File: src/rtl/spi_frame_sender_pkg.sv
// Shared constants and state encoding for the hub75 SPI frame sender.
package spi_frame_sender_pkg;

  localparam int unsigned BITS_PER_PIXEL_DEF = 32;
  localparam int unsigned PANEL_WIDTH        = 64;
  localparam int unsigned PANEL_HEIGHT       = 32;
  localparam int unsigned PIXELS_DEF         = PANEL_WIDTH * PANEL_HEIGHT;
  localparam int unsigned ADDR_W_DEF         = $clog2(PIXELS_DEF);

  typedef enum logic [2:0] {
    StIdle,
    StSetup,
    StFetch,
    StLoad,
    StLow,
    StHigh,
    StTail,
    StEnd
  } state_e;

  // Counter width for values 0..n-1, never narrower than one bit.
  function automatic int unsigned width_of(input int unsigned n);
    return (n > 1) ? $clog2(n) : 1;
  endfunction

endpackage

File: src/rtl/spi_phase_timer.sv
// Counts CLK_DIV cycles of the current SPI phase; phase_end marks the last one.
module spi_phase_timer
  import spi_frame_sender_pkg::*;
#(
  parameter int unsigned CLK_DIV = 1
) (
  input  logic clk,
  input  logic reset,
  input  logic clear,
  output logic phase_end
);

  localparam int unsigned CntW = width_of(CLK_DIV);
  localparam logic [CntW-1:0] LastCnt = CntW'(CLK_DIV - 1);

  logic [CntW-1:0] cnt_q;

  // Saturates at the last count so a held state keeps phase_end asserted.
  always_ff @(posedge clk or posedge reset) begin
    if (reset) begin
      cnt_q <= '0;
    end else if (clear) begin
      cnt_q <= '0;
    end else if (!phase_end) begin
      cnt_q <= cnt_q + 1'b1;
    end
  end

  assign phase_end = (cnt_q == LastCnt);

endmodule

File: src/rtl/spi_frame_sender.sv
// SPI master streaming one frame of pixel words, MSB first, into the hub75 controller.
module spi_frame_sender
  import spi_frame_sender_pkg::*;
#(
  parameter int unsigned BITS_PER_PIXEL = BITS_PER_PIXEL_DEF,
  parameter int unsigned PIXELS         = PIXELS_DEF,
  parameter int unsigned CLK_DIV        = 1,
  parameter int unsigned ADDR_W         = ADDR_W_DEF
) (
  input  logic                      clk,
  input  logic                      reset,
  input  logic                      start,
  input  logic                      abort,
  output logic                      busy,
  output logic                      done,
  output logic                      pix_rd,
  output logic [ADDR_W-1:0]         pix_addr,
  input  logic [BITS_PER_PIXEL-1:0] pix_data,
  output logic                      spi_clk,
  output logic                      spi_mosi,
  output logic                      spi_ss
);

  localparam int unsigned BitW = width_of(BITS_PER_PIXEL);
  localparam logic [BitW-1:0]   LastBit = BitW'(BITS_PER_PIXEL - 1);
  localparam logic [ADDR_W-1:0] LastPix = ADDR_W'(PIXELS - 1);

  state_e                    state_q, state_d;
  logic [ADDR_W-1:0]         pix_cnt_q, pix_cnt_d;
  logic [BitW-1:0]           bit_cnt_q, bit_cnt_d;
  logic [BITS_PER_PIXEL-1:0] shreg_q, shreg_d;
  logic                      phase_end;
  logic                      timer_clear;

  // Every state entry restarts the phase count.
  assign timer_clear = (state_d != state_q);

  spi_phase_timer #(
    .CLK_DIV(CLK_DIV)
  ) u_phase_timer (
    .clk      (clk),
    .reset    (reset),
    .clear    (timer_clear),
    .phase_end(phase_end)
  );

  always_ff @(posedge clk or posedge reset) begin
    if (reset) begin
      state_q   <= StIdle;
      pix_cnt_q <= '0;
      bit_cnt_q <= '0;
      shreg_q   <= '0;
    end else begin
      state_q   <= state_d;
      pix_cnt_q <= pix_cnt_d;
      bit_cnt_q <= bit_cnt_d;
      shreg_q   <= shreg_d;
    end
  end

  always_comb begin
    state_d   = state_q;
    pix_cnt_d = pix_cnt_q;
    bit_cnt_d = bit_cnt_q;
    shreg_d   = shreg_q;
    unique case (state_q)
      StIdle: begin
        pix_cnt_d = '0;
        bit_cnt_d = '0;
        if (start) state_d = StSetup;
      end
      StSetup: begin
        if (phase_end) state_d = StFetch;
      end
      StFetch: begin
        state_d = StLoad;
      end
      StLoad: begin
        shreg_d   = pix_data;
        bit_cnt_d = '0;
        state_d   = StLow;
      end
      StLow: begin
        if (phase_end) state_d = StHigh;
      end
      StHigh: begin
        if (phase_end) begin
          if (bit_cnt_q != LastBit) begin
            shreg_d   = shreg_q << 1;
            bit_cnt_d = bit_cnt_q + 1'b1;
            state_d   = StLow;
          end else if (pix_cnt_q != LastPix) begin
            pix_cnt_d = pix_cnt_q + 1'b1;
            state_d   = StFetch;
          end else begin
            state_d = StTail;
          end
        end
      end
      StTail: begin
        if (phase_end) state_d = StEnd;
      end
      StEnd: begin
        state_d = StIdle;
      end
      default: begin
        state_d = StIdle;
      end
    endcase
    // Abort drops the frame without passing through END, so no done pulse.
    if (abort && (state_q != StIdle)) state_d = StIdle;
  end

  always_comb begin
    busy     = (state_q != StIdle);
    done     = (state_q == StEnd);
    pix_rd   = (state_q == StFetch);
    pix_addr = pix_cnt_q;
    spi_clk  = (state_q == StHigh);
    spi_ss   = (state_q == StIdle) || (state_q == StEnd);
    spi_mosi = ((state_q == StLow) || (state_q == StHigh)) ? shreg_q[BITS_PER_PIXEL-1] : 1'b0;
  end

endmodule

File: config.mk
export PLATFORM = sky130hd
export DESIGN_NAME = spi_frame_sender
export DESIGN_NICKNAME = d
export VERILOG_FILES = /design/src/rtl/spi_frame_sender_pkg.sv /design/src/rtl/spi_phase_timer.sv /design/src/rtl/spi_frame_sender.sv
export SDC_FILE = /design/constraint.sdc
export NUM_CORES = 1
export LEC_CHECK = 0
export BUFFER_PORTS_ARGS = -buffer_cell sky130_fd_sc_hd__buf_4
export CORE_AREA = 2 2 92 67
export DETAILED_ROUTE_END_ITERATION = 12
export DIE_AREA = 0 0 94 69
export GPL_TIMING_DRIVEN = 1
export PLACE_DENSITY = 0.74
export SYNTH_ARGS = -nofsm -noshare
export SYNTH_HDL_FRONTEND = slang
export SYNTH_SLANG_ARGS = --single-unit
File: constraint.sdc
create_clock -name clk -period 2.05 [get_ports clk]
set_clock_uncertainty 0.05 [all_clocks]
set_input_delay 0.3075 -clock clk [delete_from_list [all_inputs] [get_ports clk]]
set_output_delay 0.3075 -clock clk [all_outputs]
set_load 0.005 [all_outputs]
======== Yosys cells after proc, flatten, opt, wreduce, memory -nomap -nowiden ========
Index checks and enable logic that the tools add are counted.
storage, ports and cells
  register bits ........................... 52
  input bits .............................. 36
  output and inout bits ................... 17
  word-level logic and storage cells ...... 56
cells by class
  add/sub/neg operators ................... 3
  eq/ne operators ......................... 14
  multiplexer cells ....................... 22
  reductions and logical operators ........ 12
operators with widths
  cell                   count
  $mux 32                2
  $pmux 32 s2            1
  $mux 11                3
  $mux 3                 8
  $pmux 3 s8             1
  $pmux 11 s2            1
  $eq 3x3->1 const B     4
  $add 11x1->11 const B  1
  $ne 11x11->1 const B   1
  $mux 5                 2
  $pmux 5 s2             1
  $eq 3x2->1 const B     2
  $reduce_and 3->1       2
  $reduce_bool 2->1      3
  $add 5x1->5 const B    1
  $ne 5x5->1 const B     1
  $ne 2x1->1 const B     2
  $ne 2x2->1 const B     2
  $reduce_and 4->1       1
  $eq 3x1->1 const B     1
  $logic_not 3->1        1
  $mux 1                 3
  $ne 3x3->1             1
  $reduce_bool 3->1      1
  other kinds (4)        5

======== Longest topological paths before layout ========
Gate-level depths: netlist of the first run.
  depth in word-level cells ............... 8
  gate-level depth with buffers ........... 8
  mapped depth without buffers ............ 7

======== By module ========
Synthesis of the first run repeated with hierarchy kept, for this count alone.
second synthesis, totals
  cell total of the unflattened synthesis .. 266
  area, all modules ....................... 2,602.5 um^2
by module, submodules not included
  module            instances  cells each  area each (um^2)  seq. area each (um^2)
  spi_frame_sender  1          264         2,591.2           1,276.2
  spi_phase_timer   1          2           11.3              0.0

======== Worst setup path after synthesis of the first run ========
Ideal clock, no wire load.
  path type ............................... reg2reg
  from .................................... register bit_cnt_q[0]
  to ...................................... register pix_cnt_q[5], in the netlist pix_addr[5]
  setup time .............................. 0.079 ns
  arrival time ............................ 2.016 ns
  data required time ...................... 1.921 ns
  setup slack ............................. -0.096 ns
  cell stages (with the launch flop) ...... 9
  buffers on the path ..................... 1
  clock period less this slack ............ 2.146 ns
  cells stage by stage .................... dfrtp_1 ha_1 and3_1 ha_1 buf_2 and3_1 o31ai_4 a2111oi_0 mux2i_1
on the way
  cells in the longest elaborated chain, start to end .. 3
RTL lines
  element                            line                    text
  from (decl)                        spi_frame_sender.sv:30  logic [BitW-1:0] bit_cnt_q, bit_cnt_d;
  from (signal assigned)             spi_frame_sender.sv:56  bit_cnt_q <= bit_cnt_d;
  $ne 5x5->1                         spi_frame_sender.sv:88  if (bit_cnt_q != LastBit) begin
  $ne 2x2->1 (no source line)        --
  $reduce_and 4->1 (no source line)  --
  to (signal assigned)               spi_frame_sender.sv:55  pix_cnt_q <= pix_cnt_d;
  to (decl)                          spi_frame_sender.sv:29  logic [ADDR_W-1:0] pix_cnt_q, pix_cnt_d;
Every way passes these cells.
A chain may end at the register's enable or synchronous reset.

======== Worst setup path after layout of the first run ========
  from .................................... register bit_cnt_q[1]
  to ...................................... register pix_cnt_q[9], in the netlist pix_addr[9]
Same word-level chain as after synthesis.

==> reports/metrics.yaml, run 1 <==
run:
  maxCapViolations: 0
drt:
  met1_length_um: 2849
  first_pass_iters: 4
  drt-initial-drc-count: 158
  routed_via_density: 5.303
  wl_met3_um: 284
  drtAntennaViolNets: 0
  vias: 2190
  wl_per_cell_um: 14.08
  routed.top_layer: "met4"
  routed_wl_um: 5817
  drc: 0
  dr_wl_met2_um: 2675
synthesis:
  synth_cell_types: 42
  syn-instance-count: 280
  synth_seq_cells: 51
  synthesis.nets: 319
  syn_area_um2: 2678
  synth_edf_count: 0
  synth_ff_type: "dfrtp_1"
  avgSynthCellArea_um2: 9.563
  async_flop_share: 1.000
  seq_area_frac_synth: 0.4766
  yosysWarnings: 0
pwr:
  p_switching_uw: 1245
  power_density_nw_per_um2: 1019
  power_leakage_uw: 0.001748
  peakVddDrop_mv: 0.4977
  switching_share: 0.3553
  internal-power_uw: 2259
  power.share.clock: 0.193
  seqPwrFrac: 0.449
  power_frac_comb: 0.358
floorplanning:
  die_height_um: 69
  start_util: 0.4771
  rows: 23
  die_x_um: 94
  core_um2: 5612
  pin_count: 53
  die-area_um2: 6486
final_layout:
  drive_gt1_frac: 0.2840
  antennaDiodeCount: 0
  most-common-layout-cells: "66 x buf_4, 50 x dfrtp_1, 47 x nand2_1, 40 x mux2i_1, 40 x o21ai_0"
  final_common_cell: "buf_4"
  finalNonFillerCells: 413
  design_area_um2: 3437
  area_delta_synth_final_pct: 28.36
  num-nets-final: 377
place:
  post-dp-hpwl_um: 4172
  io_buffers: 52
  post-place-ws_ns: -0.03971
  dpl_cell_area_um2: 3258
  placed_cells_incl_taps: 406
  place.gp.congestion: 0.8342
run_status:
  violations: "negative hold slack"
  outcome: "complete, but fails checks"
timing:
  relSlewSlack: 0.6426
  tightest_slew_ns: 0.5354
  finalCriticalPeriod_ns: 2.015
  slew_violations: 0
  max_freq_mhz: 496.3
  post-route-period-util: 0.9829
  hold_viol: 14
  rsz0062_at_grt: "yes"
  fin_ws_ns: 0.03505
  setup_viol: 0
  fin_hold_ws_ns: -0.005728
  finalSetupTns_ns: 0
critical_path:
  timing.rr.end: "pix_addr[9]"
  regToRegSetupSlack_ns: 0.04
  worst-r2r-cell-count: 7
  critPathCapture: "pix_addr[9]"
  crit_type: "register to register"
  arrival_ns: 2.20
  crit_start: "bit_cnt_q[1]"
  crit_fanout: 5
  cp-end-kind: "register"
  r2r_start: "bit_cnt_q[1]"
  crit_path_start_kind: "register"
  required_ns: 2.24
clocking:
  cts_max_level: 2
  numCtsBuffers: 5
  cts_tree: "done"
  clock-root-buffer: "clkbuf_8"
  clk_latency_ns: 0.30
  clock_sinks: 51
  post_cts.repair.setup_buffers: 0
  clock_path_buffers: 2
  cts.reportedPaths.clkPinSlew_ns: 0.09
grt:
  overflow: 0
  grt_max_degree: 38
  grtUsageTotal: 0.1923
  grt_pass1_wl_um: 10090
  antenna_found_initial: 0
  grt_pass1_vias: 2143
hold_path:
  min_path_type: "primary input to asynchronous set/reset pin"
[synth_stat cells (2+ instances only)]
| cell type | number | share of area |
|---|---|---|
| a211oi_1 | 4 | 0.011 |
| nand2_1 | 47 | 0.066 |
| nand4_1 | 2 | 0.0047 |
| nor3b_1 | 2 | 0.0056 |
| nand3_1 | 3 | 0.0056 |
| mux2i_1 | 40 | 0.15 |
| nor2b_1 | 2 | 0.0047 |
| nor2_1 | 13 | 0.018 |
| clkbuf_1 | 10 | 0.014 |
| inv_1 | 9 | 0.013 |
| o21ai_0 | 41 | 0.077 |
| nand2b_1 | 7 | 0.016 |
| o2bb2ai_1 | 2 | 0.0065 |
| buf_2 | 6 | 0.011 |
| a31oi_1 | 2 | 0.0047 |
| dfrtp_1 | 51 | 0.48 |
| a21oi_1 | 9 | 0.017 |
| ha_1 | 3 | 0.014 |
| nor3_1 | 2 | 0.0037 |
| and3_1 | 3 | 0.0070 |
[power groups by stage]
stage / logic (µW) / registers, µW / clock network (µW)
6_report: 1250 / 1570 / 677
3_5_place_dp: 1230 / 1580 / 0
4_1_cts: 1240 / 1560 / 697
3_3_place_gp: 1190 / 1570 / 0
2_1_floorplan: 839 / 1510 / 0
5_1_grt: 1460 / 1630 / 744
[state kept, by name, indices dropped and copies added, names as in the netlist]
signal	count
shreg_q	32
state_q	3
pix_addr	11
bit_cnt_q	5
[logic make-up after synthesis]
family / share of synthesized area
fa+ha+maj: 0.01402
flops: 0.4766
buf+inv: 0.04486
mux: 0.1537
compound gates: 0.1636
simple gates: 0.1472
[layer usage]
metal | GRT usage | vias to the layer above
met2 | 0.2952 | 61
met3 | 0.04699 | 2
met5 | 0 | -
li1 | - | 1098
met4 | 0.03060 | 0
met1 | 0.2821 | 1029
[stage by stage]
step	hold slack (ns)	util	power, µW
final	-0.005728	0.6125	3504
after global routing	0.02657	0.6125	3831
after CTS	0.01211	0.6025	3496
after detailed placement	0.3465	0.5806	2807
after global placement	0.3483	0.5806	2754
after floorplan	0.3239	-	2346
[worst min-delay path by stage]
stage                  end  startpoint  slack [ns]
6_report       shreg_q[13]       reset      -0.006
5_1_grt        pix_addr[9]       reset        0.03
4_1_cts        pix_addr[9]       reset        0.01
3_5_place_dp   shreg_q[13]       reset        0.35
3_3_place_gp   shreg_q[13]       reset        0.35
2_1_floorplan   state_q[1]       abort        0.32
[critical path, cell delays in order (launching register included)]
cell      delay, ns
dfrtp_1        0.40
ha_4           0.15
and3_4         0.19
ha_4           0.16
nand3_2        0.10
a2111o_1       0.39
or3_4          0.37
a21oi_2        0.13
[area by class of cell]
class | instances | area (µm²)
Multi-Input combinational cell | 202 | 1374
Clock inverter | 1 | 30.03
Timing Repair Buffer | 69 | 555.5
Clock buffer | 6 | 72.57
Inverter | 9 | 33.78
Tap cell | 75 | 93.84
Sequential cell | 51 | 1277
Fill cell | 486 | 2175
[what timing repair did]
action | in CTS | in global routing
pin swaps | 0 | 1
hold buffers | 0 | 0
gates resized for setup | 4 | 13
endpoints found under the setup margin | 7 | 10
Power figures use the tool's default switching activity.
==> inputs of run 2 (changes only) <==
CORE_AREA = 2 2 116 85   (was 2 2 92 67)
DIE_AREA = 0 0 118 87   (was 0 0 94 69)
PLACE_DENSITY = not set   (was 0.74)
==> run 2 against run 1 <==
The run now ends clean; core utilization is 23 points lower; clock power is 23% higher; sequential share of layout area is 0.89 points lower; die area is 58% higher; final cell count is 13% higher; global-route usage is 7.4 points lower; clock-buffer cell count is 1 lower; via count is 1.9% lower; sequential power hardly changed; routed wire length is 2.0% higher; critical endpoint unchanged.
==> reports/metrics.yaml, run 2 (synthesized netlist as in run 1, its figures left out) <==
clocking:
  clk_latency_ns: 0.29  # about the same
  cts.reportedPaths.clkPinSlew_ns: 0.07  # -0.02 ns
  cts_tree: "done"
  numCtsBuffers: 5  # unchanged
  cts_max_level: 2  # unchanged
  clock-root-buffer: "clkbuf_16"
  clock_path_buffers: 2  # unchanged
  cts_hold_buf: 0  # unchanged
  clock_sinks: 51  # unchanged
  post_cts.repair.setup_buffers: 0  # unchanged
drt:
  drc: 0  # unchanged
  routed_wl_um: 5931  # +2.0%
  routed_via_density: 4.600  # -13%
  vias: 2148  # -1.9%
  drtAntennaViolNets: 0  # unchanged
  wl_per_cell_um: 12.70  # -9.8%
  drt-initial-drc-count: 60  # -62%
  first_pass_iters: 4  # unchanged
critical_path:
  arrival_ns: 2.19  # about the same
  worst-r2r-cell-count: 7  # unchanged
  critPathSlowestCell: "a2111o_1"
  r2r_start: "bit_cnt_q[1]"
  crit_buf_inv: 0  # unchanged
  cp_cell_sequence: "ha_2 > and3_4 > ha_4 > nand3_1 > a2111o_1 > or3_1 > a21oi_2"
  crit_fanout: 5  # unchanged
  required_ns: 2.23  # about the same
  cpPeakStageDelay_ns: 0.39  # about the same
  cp-end-kind: "register"
  crit_path_start_kind: "register"
  regToRegSetupSlack_ns: 0.03  # about the same
  crit_type: "register to register"
  crit_family: "simple AND/OR/NAND/NOR gates"
  timing.rr.end: "pix_addr[9]"
final_layout:
  drive_gt1_frac: 0.2684  # -0.01559
  area_delta_synth_final_pct: 31.40
  regMostFlops: "shreg_q"
  antennaDiodeCount: 0  # unchanged
  final_common_cell: "buf_4"
  most-common-layout-cells: "65 x buf_4, 51 x dfrtp_1, 47 x nand2_1, 41 x o21ai_0, 40 x mux2i_1"
  num-nets-final: 377  # unchanged
  largest_reg_flops: 32  # unchanged
  finalNonFillerCells: 467  # +13%
  final_core_util: 0.3795  # -0.2330
  design_area_um2: 3518  # +2.4%
grt:
  grt_pass1_wl_um: 9846  # -2.5%
  grt_pass1_vias: 2016  # -5.9%
  antenna_found_initial: 0  # unchanged
  overflow: 0  # unchanged
  grtUsageTotal: 0.1182  # -0.07411
  grt_max_degree: 52  # +37%
timing:
  tightest_slew_ns: 0.4149  # -0.1205 ns
  finalCriticalPeriod_ns: 2.015  # +0.0005465 ns
  relSlewSlack: 0.7234  # +0.08084
  hold_viol: 0  # -14
  finalSetupTns_ns: 0  # unchanged
  post-route-period-util: 0.9832  # about the same
  setup_viol: 0  # unchanged
  max_freq_mhz: 496.2  # about the same
  rsz0062_at_grt: "yes"
  slew_violations: 0  # unchanged
place:
  placed_cells_incl_taps: 459  # +13%
  post-dp-hpwl_um: 4208  # +0.86%
  dpl_cell_area_um2: 3337  # +2.4%
  io_buffers: 52  # unchanged
  place.gp.congestion: 0.8114  # -2.7%
hold_path:
  min_path_type: "primary input to asynchronous set/reset pin"
floorplanning:
  core_um2: 9271  # +65%
  die_height_um: 87  # +26%
  rows: 30  # +30%
  start_util: 0.2888  # -0.1883
  die_x_um: 118  # +26%
  pin_count: 53  # unchanged
  die-area_um2: 10270  # +58%
run_status:
  outcome: "finished clean"
pwr:
  peakVddDrop_mv: 0.4161  # -16%
  power_leakage_uw: 0.001767  # +1.1%
  power_density_nw_per_um2: 1031  # +1.1%
  fin_total_pwr_uw: 3626  # +3.5%
run:
  maxCapViolations: 0  # unchanged
run 2: how the worst max path moves through the flow:
stage | slack (ns) | end | depth (start not counted) | startpoint
after floorplan | -0.04 | pix_addr[0] | 8 | bit_cnt_q[0]
after global placement | 0.06 | pix_addr[9] | 7 | bit_cnt_q[1]
after detailed placement | 0.002 | pix_addr[5] | 7 | bit_cnt_q[1]
after CTS | 0.02 | pix_addr[9] | 7 | bit_cnt_q[1]
after global routing | -0.06 | pix_addr[9] | 7 | bit_cnt_q[0]
final | 0.03 | pix_addr[9] | 7 | bit_cnt_q[1]
run 2: repair_timing:
action	4_1_cts	5_1_grt
gates cloned	0	0
gates resized for setup	3	4
endpoints found under the setup margin	3	12
hold endpoints to repair	0	0
run 2: report_power, final:
part / internal (µW) / switching, µW / leakage [µW] / total (µW)
registers: 1350 / 193 / 0.000653 / 1540
logic: 550 / 699 / 0.00105 / 1250
clock network: 451 / 383 / 0.0000658 / 833
total: 2350 / 1270 / 0.00177 / 3630
run 2: metrics by stage:
stage               worst slack (ns)  hold WS, ns
floorplan                   -0.03779       0.3239
global placement             0.05988       0.3382
detailed placement          0.002013       0.3466
CTS                          0.01743      0.03182
global route                -0.05899      0.04021
finish                       0.03450      0.01278
run 2: per-layer routing:
| layer | wire length (µm) | global-route usage | up-vias | share of wire |
|---|---|---|---|---|
| met5 | 0 | 0 | - | 0 |
| met4 | 27 | 0.02300 | 0 | 0.0046 |
| met3 | 291 | 0.03469 | 4 | 0.049 |
| met2 | 2487 | 0.1712 | 49 | 0.42 |
| met1 | 3124 | 0.1748 | 1003 | 0.53 |
| li1 | - | - | 1092 | - |
run 2: worst register-to-register path, delay by kind of cell (launching register included):
family,cells,cell delay (ns)
and+or+nand+nor,3,0.67
AOI/OAI and AO/OA,2,0.52
DFF,1,0.36
adders and majority gates,2,0.35
run 2: area by class of cell:
class	instances	area [µm²]
Clock buffer	5	125.1
Clock inverter	3	20.02
Fill cell	944	5753
Inverter	9	33.78
Multi-Input combinational cell	202	1335
Sequential cell	51	1276
Tap cell	128	160.2
Timing Repair Buffer	69	568.0
